==> src/rtl/vlg_design_pkg.sv <==
// Shared types and widths for the burst PWM generator.
package vlg_design_pkg;
   localparam int PERIOD_W = 32;
   localparam int TIMES_W  = 16;

   typedef enum logic [1:0] {
      IDLE = 2'd0,
      RUN  = 2'd1,
      DONE = 2'd2
   } state_t;
endpackage

==> src/rtl/vlg_design_pwm_period_counter.sv <==
// Cycle counter within one PWM period: wraps at period-1, flags the high phase.
module pwm_period_counter
   import vlg_design_pkg::*;
(
   input  logic                clk_sys,
   input  logic                rst_b,
   input  logic                clear,
   input  logic                enable,
   input  logic [PERIOD_W-1:0] period,
   input  logic [PERIOD_W-1:0] high,
   output logic                wrap,
   output logic                high_flag
);
   logic [PERIOD_W-1:0] cnt;

   assign wrap      = enable && (cnt == (period - PERIOD_W'(1)));
   assign high_flag = (cnt < high);

   always_ff @(posedge clk_sys) begin
      if (!rst_b || clear)
         cnt <= '0;
      else if (wrap)
         cnt <= '0;
      else if (enable)
         cnt <= cnt + PERIOD_W'(1);
   end
endmodule

==> src/rtl/vlg_design.sv <==
// Burst PWM generator: emits 'times' periods of a latched period/high pattern.
//   state | meaning
//   IDLE  | waiting for i_en=1; parameters latched on the starting edge
//   RUN   | burst in progress, o_pwm follows the cycle counter
//   DONE  | burst finished, o_pwm=0 until i_en returns low
module vlg_design
   import vlg_design_pkg::*;
(
   input  logic                i_clk,
   input  logic                i_rst_n,
   input  logic                i_en,
   input  logic [PERIOD_W-1:0] i_periord,
   input  logic [PERIOD_W-1:0] i_high,
   input  logic [TIMES_W-1:0]  i_times,
   output logic                o_pwm
);
   state_t              state, state_nxt;
   logic [PERIOD_W-1:0] period_lat, high_lat;
   logic [TIMES_W-1:0]  times_lat, per_cnt;
   logic                load, wrap, high_flag, last;

   assign load = (state == IDLE) && i_en;
   assign last = wrap && (per_cnt == (times_lat - TIMES_W'(1)));

   pwm_period_counter u_cnt (
      .clk_sys   (i_clk),
      .rst_b     (i_rst_n),
      .clear     (state != RUN),
      .enable    (state == RUN),
      .period    (period_lat),
      .high      (high_lat),
      .wrap      (wrap),
      .high_flag (high_flag)
   );

   always_ff @(posedge i_clk) begin
      if (!i_rst_n)
         state <= IDLE;
      else
         state <= state_nxt;
   end

   always_ff @(posedge i_clk) begin
      if (!i_rst_n) begin
         period_lat <= '0;
         high_lat   <= '0;
         times_lat  <= '0;
      end else if (load) begin
         period_lat <= i_periord;
         high_lat   <= i_high;
         times_lat  <= i_times;
      end
   end

   always_ff @(posedge i_clk) begin
      if (!i_rst_n || state != RUN)
         per_cnt <= '0;
      else if (wrap)
         per_cnt <= per_cnt + TIMES_W'(1);
   end

   // Degenerate bursts (zero period or zero count) skip RUN entirely.
   always_comb begin
      state_nxt = state;
      case (state)
         IDLE: if (i_en) state_nxt = (i_periord == '0 || i_times == '0) ? DONE : RUN;
         RUN: begin
            if (!i_en)     state_nxt = IDLE;
            else if (last) state_nxt = DONE;
         end
         DONE: if (!i_en) state_nxt = IDLE;
         default: state_nxt = IDLE;
      endcase
   end

   always_comb begin
      o_pwm = 1'b0;
      if (state == RUN)
         o_pwm = high_flag;
   end
endmodule

==> config.mk <==
export PLATFORM = sky130hd
export DESIGN_NAME = vlg_design
export DESIGN_NICKNAME = d
export VERILOG_FILES = /design/src/rtl/vlg_design_pkg.sv /design/src/rtl/vlg_design_pwm_period_counter.sv /design/src/rtl/vlg_design.sv
export SDC_FILE = /design/constraint.sdc
export NUM_CORES = 1
export LEC_CHECK = 0
export BUFFER_PORTS_ARGS = -buffer_cell sky130_fd_sc_hd__buf_2
export CAP_MARGIN = 0
export CORE_MARGIN = 8
export CORE_UTILIZATION = 60
export DETAILED_ROUTE_END_ITERATION = 12
export GPL_TIMING_DRIVEN = 0
export PLACE_DENSITY = 0.81
export SLEW_MARGIN = 10
export SYNTH_ARGS = -nofsm -noshare
export SYNTH_HDL_FRONTEND = slang
export SYNTH_SLANG_ARGS = --single-unit
==> constraint.sdc <==
create_clock -name i_clk -period 4.11 [get_ports i_clk]
set_input_delay 0.411 -clock i_clk [delete_from_list [all_inputs] [get_ports i_clk]]
set_output_delay 0.411 -clock i_clk [all_outputs]
set_load 0.05 [all_outputs]
==> results of run 1 <==
==> sequential cells by signal, indices dropped and copies added (netlist names) <==
register / cells
state: 2
times_lat: 16
high_lat: 32
period_lat: 32
u_cnt.cnt: 32
per_cnt: 16
==> worst register-to-register path: stages, from the launching register on <==
cell	delay, ns
dfxtp_1	0.30
clkbuf_1	0.24
nor3_1	0.61
nand4_1	0.38
or4b_2	0.72
nand3_1	0.14
nand4b_1	0.13
or4_1	0.56
buf_2	0.20
o21ai_4	0.25
clkbuf_4	0.28
nor2_1	0.07
==> per-stage QoR <==
step	worst slack [ns]	hold slack (ns)	utilization, %	std cells	setup TNS (ns)
3_5_place_dp	0.154	0.458	65.8	1287	0
6_report	0.124	0.232	70.8	1319	0
3_3_place_gp	0.154	0.450	65.8	1287	0
4_1_cts	0.106	0.229	70.5	1319	0
5_1_grt	-0.0173	0.233	70.8	1319	-0.0173
2_1_floorplan	0.729	0.443	-	1028	0
==> metal layers <==
| layer | vias to the layer above | share of wire, % | routed length (um) |
|---|---|---|---|
| met2 | 280 | 48 | 10500 |
| li1 | 3823 | - | - |
| met4 | 0 | 3.6 | 798 |
| met5 | - | 0 | 0 |
| met3 | 56 | 6.5 | 1420 |
| met1 | 3563 | 42 | 9270 |
==> cell type report <==
type | instances | area (um^2)
buffer | 58 | 250
tap | 176 | 220
inverter | 43 | 161
multi-input combinational | 797 | 5030
timing repair buffer | 83 | 415
sequential | 130 | 2600
clock buffer | 23 | 498
fill | 1063 | 3840
clock inverter | 9 | 126
==> worst paths after layout <==
path,end,slack (ns),cells past startpoint
setup / recovery,u_cnt.cnt[13],0.12,11
hold / removal,high_lat[3],0.23,3
hold reg to reg,high_lat[10],0.46,2
setup reg to reg,u_cnt.cnt[13],0.12,11
==> cells by family (layout without fill, tap and decap cells) <==
group                    Yosys count  after routing  share of synthesized area (%)
AND/OR/NAND/NOR                  470            470                           28.8
XOR/XNOR                          85             85                           9.30
adder cells (fa/ha/maj)           35             35                           5.47
multiplexers                       9              9                           1.17
buffers and inverters            101            216                           5.02
AO/OA/AOI/OAI                    198            198                           17.8
flip-flops                       130            130                           32.5
==> placed cells by master (no fill, tap or decap), types with 4 or more instances in the layout <==
| cell | netlist | routed |
|---|---|---|
| inv_1 | 43 | 43 |
| clkbuf_16 | 0 | 17 |
| or3_1 | 16 | 16 |
| and3_1 | 11 | 11 |
| a21boi_0 | 82 | 82 |
| nor2b_1 | 6 | 6 |
| ha_1 | 35 | 35 |
| nand2_1 | 197 | 197 |
| o31ai_1 | 11 | 10 |
| clkbuf_1 | 49 | 48 |
| xnor2_1 | 47 | 47 |
| nor2_1 | 70 | 70 |
| xor2_1 | 38 | 38 |
| o41ai_1 | 6 | 6 |
| nor3_1 | 23 | 22 |
| a21oi_1 | 22 | 22 |
| a21o_1 | 17 | 17 |
| or4_1 | 17 | 17 |
| and2_1 | 5 | 5 |
| or2_2 | 4 | 4 |
| nand4_1 | 26 | 26 |
| nand3_1 | 28 | 28 |
| a211oi_1 | 4 | 4 |
| a31oi_1 | 6 | 6 |
| clkinv_2 | 0 | 4 |
| o21ai_0 | 20 | 20 |
| clkbuf_8 | 0 | 5 |
| nand2b_1 | 15 | 15 |
| dfxtp_1 | 130 | 130 |
| buf_2 | 6 | 86 |
| nor4_1 | 25 | 24 |
| mux2i_1 | 6 | 6 |
| and4_1 | 10 | 10 |
==> report_power, final <==
group	internal [uW]	switching, uW	leakage, uW
registers	1310	45.9	0.00106
logic	216	319	0.00228
clock network	1030	556	0.000309
total	2550	920	0.00365
==> results.json, run 1 <==
{
  "outcome": "completed",
  "crit_slowest_cell": "or4b_2",
  "ys_seq_elements": 130,
  "cellPowerDensity_nw_per_um2": 373,
  "ys_async_sr_fraction_pct": 0,
  "core_um2": 13100,
  "cp.required_ns": 4.41,
  "cp_cell_sequence": "clkbuf_1, nor3_1, nand4_1, or4b_2, nand3_1, nand4b_1, or4_1, buf_2, o21ai_4, clkbuf_4, nor2_1",
  "drt_iter0_markers": 559,
  "antennaDiodeCount": 0,
  "critPathMaxFanout": 10,
  "routedWlPerCell_um": 16.6,
  "holdBufCountCts": 0,
  "initial_core_util_pct": 61.0,
  "power.total_uw": 3470,
  "synthTopCellsByCount": "197 x nand2_1, 130 x dfxtp_1, 82 x a21boi_0",
  "setup_violations": 0,
  "busiest_layer": "met2",
  "num_vias": 7722,
  "dr.pass1.iters": 7,
  "rows": 42,
  "synth.largest_area_cell": "dfxtp_1",
  "final_hold_viol_count": 0,
  "power.leakage_uw": 0.00365,
  "fin_crit_sh_pct": 97.0,
  "grt_use_total_pct": 25.4,
  "synthFlopType": "dfxtp_1",
  "cts.sinks": 130,
  "clockBufferDepth": 2,
  "viasPerCell": 5.85,
  "fp.dieArea_um2": 17300,
  "drive_above_1_share_pct": 12.6,
  "port_buffers": 83,
  "worst-path-buf-inv": 3,
  "clock_skew_ns": 0.00779,
  "irDropWorstVdd_v": 0.000301,
  "dieHeight_um": 132,
  "r2r-start": "period_lat[4]",
  "wl_um": 21900,
  "netlist_area_um2": 8010,
  "crit_type": "reg -> reg",
  "h-tree-depth": 4,
  "avgSynthCellArea_um2": 7.79,
  "min_path_type": "in -> reg",
  "maxCapViolCount": 0,
  "yosys_warnings": 0,
  "worstSkewPairLatency_ns": 0.42,
  "finalNetCount": 1248,
  "die_w_um": 132,
  "drc": 0,
  "clk_root_buffer_cell": "clkbuf_16",
  "min_from": "i_high[3]",
  "stdcell_area_um2": 9300,
  "max_freq_mhz": 251,
  "gr-usage-met3_pct": 6.02,
  "io_pins": 84,
  "gp_congestion": 0.933,
  "post-dp-hpwl_um": 16500,
  "yosys.cell_types.count": 63,
  "synth_edf_count": 0,
  "grt_pass1_wl_um": 36400,
  "antenna_found_initial": 0,
  "tightest_slew_ns": 0.842,
  "synth_top_area_share_pct": 32.5,
  "cpPeakStageDelay_ns": 0.72,
  "post_cts.repair.setup_buffers": 0,
  "cts_tree": "yes",
  "maxSlewViolCount": 0,
  "cts.clk_slew.worst_paths_ns": 0.06,
  "grt_pass1_vias": 7630,
  "cp-start-kind": "register",
  "end_kind": "register",
  "synth_most_common_cell": "nand2_1",
  "grt_max_degree": 17,
  "rsz0062_at_grt": "yes",
  "grt_overflow": 0,
  "arrival_ns": 4.29,
  "synth_fp_nets": 1146,
  "ant_nets": 0,
  "ys_seq_area_share_pct": 32.5,
  "cts_buffers": 17,
  "syn_inst": 1028,
  "relSlewSlack_pct": 43.9,
  "met2_usage_pct": 43.5,
  "critPathTopFamily": "simple AND/OR/NAND/NOR gates",
  "synthTopCellsByArea": "dfxtp_1 33%, nand2_1 9.2%, a21boi_0 7.7%, ha_1 5.5%, xnor2_1 5.1%",
  "cp-startpoint": "period_lat[4]",
  "cts_resized": 0,
  "area_growth_pct": 16.2,
  "place_area_um2": 8640,
  "grt_use_met1_pct": 29.7,
  "final.min_clock_period_ns": 3.99
}
No activity file was read; power rests on OpenSTA's default activity.
==> inputs of run 2 (changes only) <==
--- a/config.mk
+++ b/config.mk
@@ -9,8 +9,10 @@
 export CAP_MARGIN = 0
+export CELL_PAD_IN_SITES_DETAIL_PLACEMENT = 2
+export CELL_PAD_IN_SITES_GLOBAL_PLACEMENT = 2
 export CORE_MARGIN = 8
-export CORE_UTILIZATION = 60
+export CORE_UTILIZATION = 35
 export DETAILED_ROUTE_END_ITERATION = 12
 export GPL_TIMING_DRIVEN = 0
-export PLACE_DENSITY = 0.81
-export SLEW_MARGIN = 10
+export PLACE_DENSITY_LB_ADDON = 0.1
+export SLEW_MARGIN = 20
 export SYNTH_ARGS = -nofsm -noshare
==> constraint.sdc (replaced) <==
create_clock -name i_clk -period 4.11 [get_ports i_clk]
set_input_delay 0.822 -clock i_clk [delete_from_list [all_inputs] [get_ports i_clk]]
set_output_delay 0.822 -clock i_clk [all_outputs]
set_load 0.05 [all_outputs]
==> results.json, run 2 (synthesized netlist as in run 1, its figures left out) <==
{
  "core_um2": 22600,
  "drt_iter0_markers": 308,
  "grt_pass1_wl_um": 46400,
  "maxSlewViolCount": 0,
  "antennaDiodeCount": 0,
  "h-tree-depth": 4,
  "dp.cells": 1396,
  "antenna_found_initial": 0,
  "gp_congestion": 0.826,
  "arrival_ns": 4.28,
  "viasPerCell": 5.52,
  "rows": 55,
  "final.min_clock_period_ns": 3.98,
  "grt_use_met1_pct": 24.1,
  "min_path_type": "reg -> reg",
  "nFillCells": 2678,
  "critPathMaxFanout": 10,
  "clockBufferDepth": 2,
  "max_freq_mhz": 252,
  "relSlewSlack_pct": 34.2,
  "power.total_uw": 3650,
  "initial_core_util_pct": 35.5,
  "cp-start-kind": "register",
  "post-dp-hpwl_um": 22200,
  "final_hold_viol_count": 0,
  "ant_nets": 0,
  "clk_root_buffer_cell": "clkbuf_16",
  "cellPowerDensity_nw_per_um2": 383,
  "area_growth_pct": 18.9,
  "cts_tree": "yes",
  "final_common_cell": "nand2_1",
  "grt_overflow": 0,
  "maxCapViolCount": 0,
  "cp.required_ns": 4.41,
  "drc": 0,
  "io_pins": 84,
  "routedWlPerCell_um": 20.2,
  "tightest_slew_ns": 0.987,
  "fin_crit_sh_pct": 96.7,
  "irDropWorstVdd_v": 0.000149,
  "dieHeight_um": 167,
  "num_vias": 7889,
  "worstSkewPairLatency_ns": 0.42,
  "wl_um": 28900,
  "gr-usage-met3_pct": 3.27,
  "fp.dieArea_um2": 28000,
  "crit_type": "reg -> reg",
  "grt_use_total_pct": 20.7,
  "outcome": "completed",
  "busiest_layer": "met2",
  "cts.clk_slew.worst_paths_ns": 0.06,
  "setup_violations": 0,
  "drive_above_1_share_pct": 13.2,
  "tns_ns": 0,
  "finalNetCount": 1250,
  "met2_usage_pct": 37.1,
  "power.leakage_uw": 0.00368,
  "grt_max_degree": 17,
  "clock_skew_ns": 0.0113,
  "cts.sinks": 130,
  "end_kind": "register",
  "die_w_um": 167,
  "port_buffers": 83,
  "grt_pass1_vias": 8606,
  "dr.pass1.iters": 4,
  "reg.largest.list": "high_lat (32), period_lat (32), u_cnt.cnt (32)",
  "fin_cells": 1430,
  "cts_buffers": 17,
  "mostFrequentLayoutCells": "197 x nand2_1, 130 x dfxtp_1, 86 x buf_2"
}
run 2: cell count changes in the layout (fill, tap and decap cells not counted), moves of 2 or more:
cell | previous run | this run
clkinv_2 | 4 | 0
buf_4 | 0 | 2
clkbuf_1 | 48 | 46
inv_6 | 0 | 2
run 2: worst paths after layout:
kind	from	to	slack, ns	cells after the start
max	period_lat[0]	u_cnt.cnt[13]	0.13	13
min	high_lat[14]	high_lat[14]	0.46	2
max reg2reg	period_lat[0]	u_cnt.cnt[13]	0.13	13
min reg2reg	high_lat[14]	high_lat[14]	0.46	2
run 2: cell type report:
type | instances | area [um^2] | share of cell area [%]
buffer | 58 | 251 | 2.64
clock buffer | 22 | 494 | 5.19
clock inverter | 10 | 170 | 1.79
inverter | 43 | 161 | 1.70
multi-input combinational | 797 | 5050 | 53.1
sequential | 130 | 2600 | 27.3
tap | 285 | 357 | 3.75
timing repair buffer | 85 | 430 | 4.52
run 2: per-stage QoR:
| stage | setup slack, ns | cell area (um^2) | util, % | hold WS (ns) |
|---|---|---|---|---|
| after floorplan | 0.729 | 8010 | - | 0.443 |
| after global placement | 0.0601 | 8780 | 38.9 | 0.452 |
| after detailed placement | 0.00809 | 8780 | 38.9 | 0.464 |
| after CTS | -0.00278 | 9460 | 41.9 | 0.472 |
| after global routing | -0.0801 | 9520 | 42.2 | 0.495 |
| final | 0.134 | 9520 | 42.2 | 0.464 |
run 2: what timing repair did:
| item | in CTS | in global routing |
|---|---|---|
| gates resized for setup | 2 | 16 |
| endpoints found under the setup margin | 19 | 48 |
| hold buffers | 0 | 0 |
| pin swaps | 0 | 1 |
| buffers inserted | 0 | 2 |
run 2: worst max-delay path, stage by stage, from the launching register on:
cell      delay [ns]
dfxtp_1         0.40
inv_1           0.09
ha_1            0.20
or3b_2          0.45
clkbuf_1        0.23
or4_1           0.52
o31ai_2         0.27
and4_1          0.23
nand4b_1        0.09
or4_1           0.54
buf_2           0.21
o21ai_4         0.27
clkbuf_4        0.28
nor2_1          0.07
run 2: routing by layer:
metal  vias up  part of all wire, %
li1       3811                    -
met1      3909                   43
met2       127                   51
met4         0                  3.0
met3        42                  3.1
met5         -                    0
run 2: power by group:
group	switching, uW	internal [uW]	total (uW)	leakage, uW
clock	611	1100	1710	0.000320
sequential	48.8	1300	1350	0.00106
combinational	357	220	578	0.00230
==> inputs of run 3 (changes only) <==
- CORE_ASPECT_RATIO: default -> 0.9
- REMOVE_ABC_BUFFERS: default -> 1
==> results.json, run 3 (synthesized netlist as in run 1, its figures left out) <==
{
  "outcome": "completed",
  "swShare_pct": 27.3,
  "p_switching_uw": 928,
  "critPathMaxFanout": 6,
  "maxSlewViolCount": 0,
  "worst-path-buf-inv": 1,
  "final_core_util_pct": 41.2,
  "final_common_cell": "nand2_1",
  "holdBufCountCts": 0,
  "tightest_slew_ns": 0.947,
  "grt_pass1_vias": 7914,
  "fin_crit_sh_pct": 94.7,
  "area_growth_pct": 15.7,
  "gp_congestion": 0.790,
  "cpPeakStageDelay_ns": 0.43,
  "fp.dieArea_um2": 28000,
  "irDropWorstVdd_v": 0.000260,
  "worstSkewPairLatency_ns": 0.42,
  "antenna_found_initial": 0,
  "viasPerCell": 5.42,
  "tns_ns": 0,
  "rr_endpoint": "u_cnt.cnt[16]",
  "stdcell_area_um2": 9270,
  "post-dp-hpwl_um": 19800,
  "nFillCells": 2649,
  "r2r_cells": 11,
  "final_hold_viol_count": 0,
  "p_comb_share_pct": 15.4,
  "core_um2": 22500,
  "die_w_um": 175,
  "clock_skew_ns": 0.00908,
  "io_pins": 84,
  "max_freq_mhz": 257,
  "drive_above_1_share_pct": 12.8,
  "power_frac_seq_pct": 40.1,
  "antennaDiodeCount": 0,
  "arrival_ns": 3.07,
  "clk_root_buffer_cell": "clkbuf_16",
  "wl_um": 25700,
  "path_depth": 10,
  "cp-startpoint": "u_cnt.cnt[17]",
  "rsz0062_at_grt": "no",
  "critPathTopFamily": "compound AO/OA/AOI/OAI gates",
  "final.min_clock_period_ns": 3.89,
  "endpoint": "o_pwm",
  "reg.largest.list": "high_lat (32), period_lat (32), u_cnt.cnt (32)",
  "drt_iter0_markers": 250,
  "holdWs_ns": 0.466,
  "mostFrequentLayoutCells": "196 x nand2_1, 129 x dfxtp_1, 82 x a21boi_0, 82 x buf_2, 70 x nor2_1",
  "cp.required_ns": 3.29,
  "port_buffers": 83,
  "grt_max_degree": 84,
  "drc": 0,
  "setup_violations": 0,
  "p_int_uw": 2470,
  "r2r_setup_slack_ns": 0.29,
  "crit_type": "reg -> out",
  "r2r-start": "period_lat[0]",
  "clockBufferDepth": 2,
  "routedWlPerCell_um": 18.6,
  "grt_use_total_pct": 18.6,
  "power.leakage_uw": 0.00358,
  "dieHeight_um": 159,
  "cts.clk_slew.worst_paths_ns": 0.06,
  "cp-start-kind": "register",
  "ant_nets": 0,
  "end_kind": "primary output",
  "min_path_type": "reg -> reg",
  "cp_cell_sequence": "ha_1, a21o_1, a21o_1, a21o_1, a21o_1, a21o_1, a211oi_1, o21ai_0, a21oi_1, buf_2",
  "h-tree-depth": 4,
  "cts_buffers": 17,
  "grt_pass1_wl_um": 42400,
  "cts_tree": "yes",
  "rows": 52,
  "cp_common_cell": "a21o_1",
  "maxCapViolCount": 0,
  "relSlewSlack_pct": 36.7,
  "dr.pass1.iters": 4,
  "finalNetCount": 1197,
  "crit_slowest_cell": "dfxtp_2",
  "grt_overflow": 0,
  "num_vias": 7514,
  "place_area_um2": 8650,
  "power.share.clock_pct": 44.5,
  "cellPowerDensity_nw_per_um2": 367,
  "cts.sinks": 130,
  "initial_core_util_pct": 35.6
}
-- run 3: how the worst min path moves through the flow --
stage / from / end / cells past startpoint
floorplan: high_lat[10] / high_lat[10] / 2
global placement: high_lat[6] / high_lat[6] / 2
detailed placement: high_lat[4] / high_lat[4] / 2
CTS: high_lat[4] / high_lat[4] / 2
global route: high_lat[24] / high_lat[24] / 2
finish: high_lat[4] / high_lat[4] / 2
-- run 3: worst register-to-register path, stage by stage (launching register included) --
cell and delay, ns:
dfxtp_1 0.39, inv_1 0.10, ha_1 0.20, or3b_2 0.58, or4_1 0.48, o31ai_1 0.35
and4_1 0.25, nand4b_1 0.11, or4_4 0.68, o21ai_4 0.28, buf_16 0.20, nor2_1 0.10
-- run 3: through the flow --
stage / total power (uW) / setup WS, ns / std cells
after floorplan: 1710 / 0.361 / 970
after global placement: 1890 / -1.00 / 1350
after detailed placement: 1920 / -0.0724 / 1353
after CTS: 3450 / 0.0919 / 1385
after global routing: 3560 / 0.0162 / 1386
final: 3400 / 0.216 / 1386
-- run 3: layout make-up --
type	instances	area, um^2	share of cell area (%)
tap	297	372	4.01
sequential	130	2600	28.1
inverter	43	161	1.74
clock buffer	22	454	4.90
clock inverter	7	110	1.19
timing repair buffer	90	515	5.56
multi-input combinational	797	5050	54.5
-- run 3: power groups by stage --
stage	Combinational (uW)	Clock, uW	Sequential (uW)
finish	524	1510	1360
global route	591	1600	1370
CTS	531	1550	1360
detailed placement	524	0	1390
global placement	504	0	1390
floorplan	339	0	1370
-- run 3: timing repair --
| action | 4_1_cts | 5_1_grt |
|---|---|---|
| setup buffers | 3 | 1 |
| endpoints found under the setup margin | 26 | 33 |
| pin swaps | 1 | 1 |
| gates resized for setup | 3 | 1 |
-- run 3: routing by layer --
metal | part of all wire [%] | track usage [%] | up-vias
met5 | 0 | 0 | -
met4 | 1.4 | 5.12 | 0
met3 | 2.6 | 2.63 | 21
met2 | 49 | 31.4 | 81
met1 | 47 | 24.3 | 3699
li1 | - | - | 3713
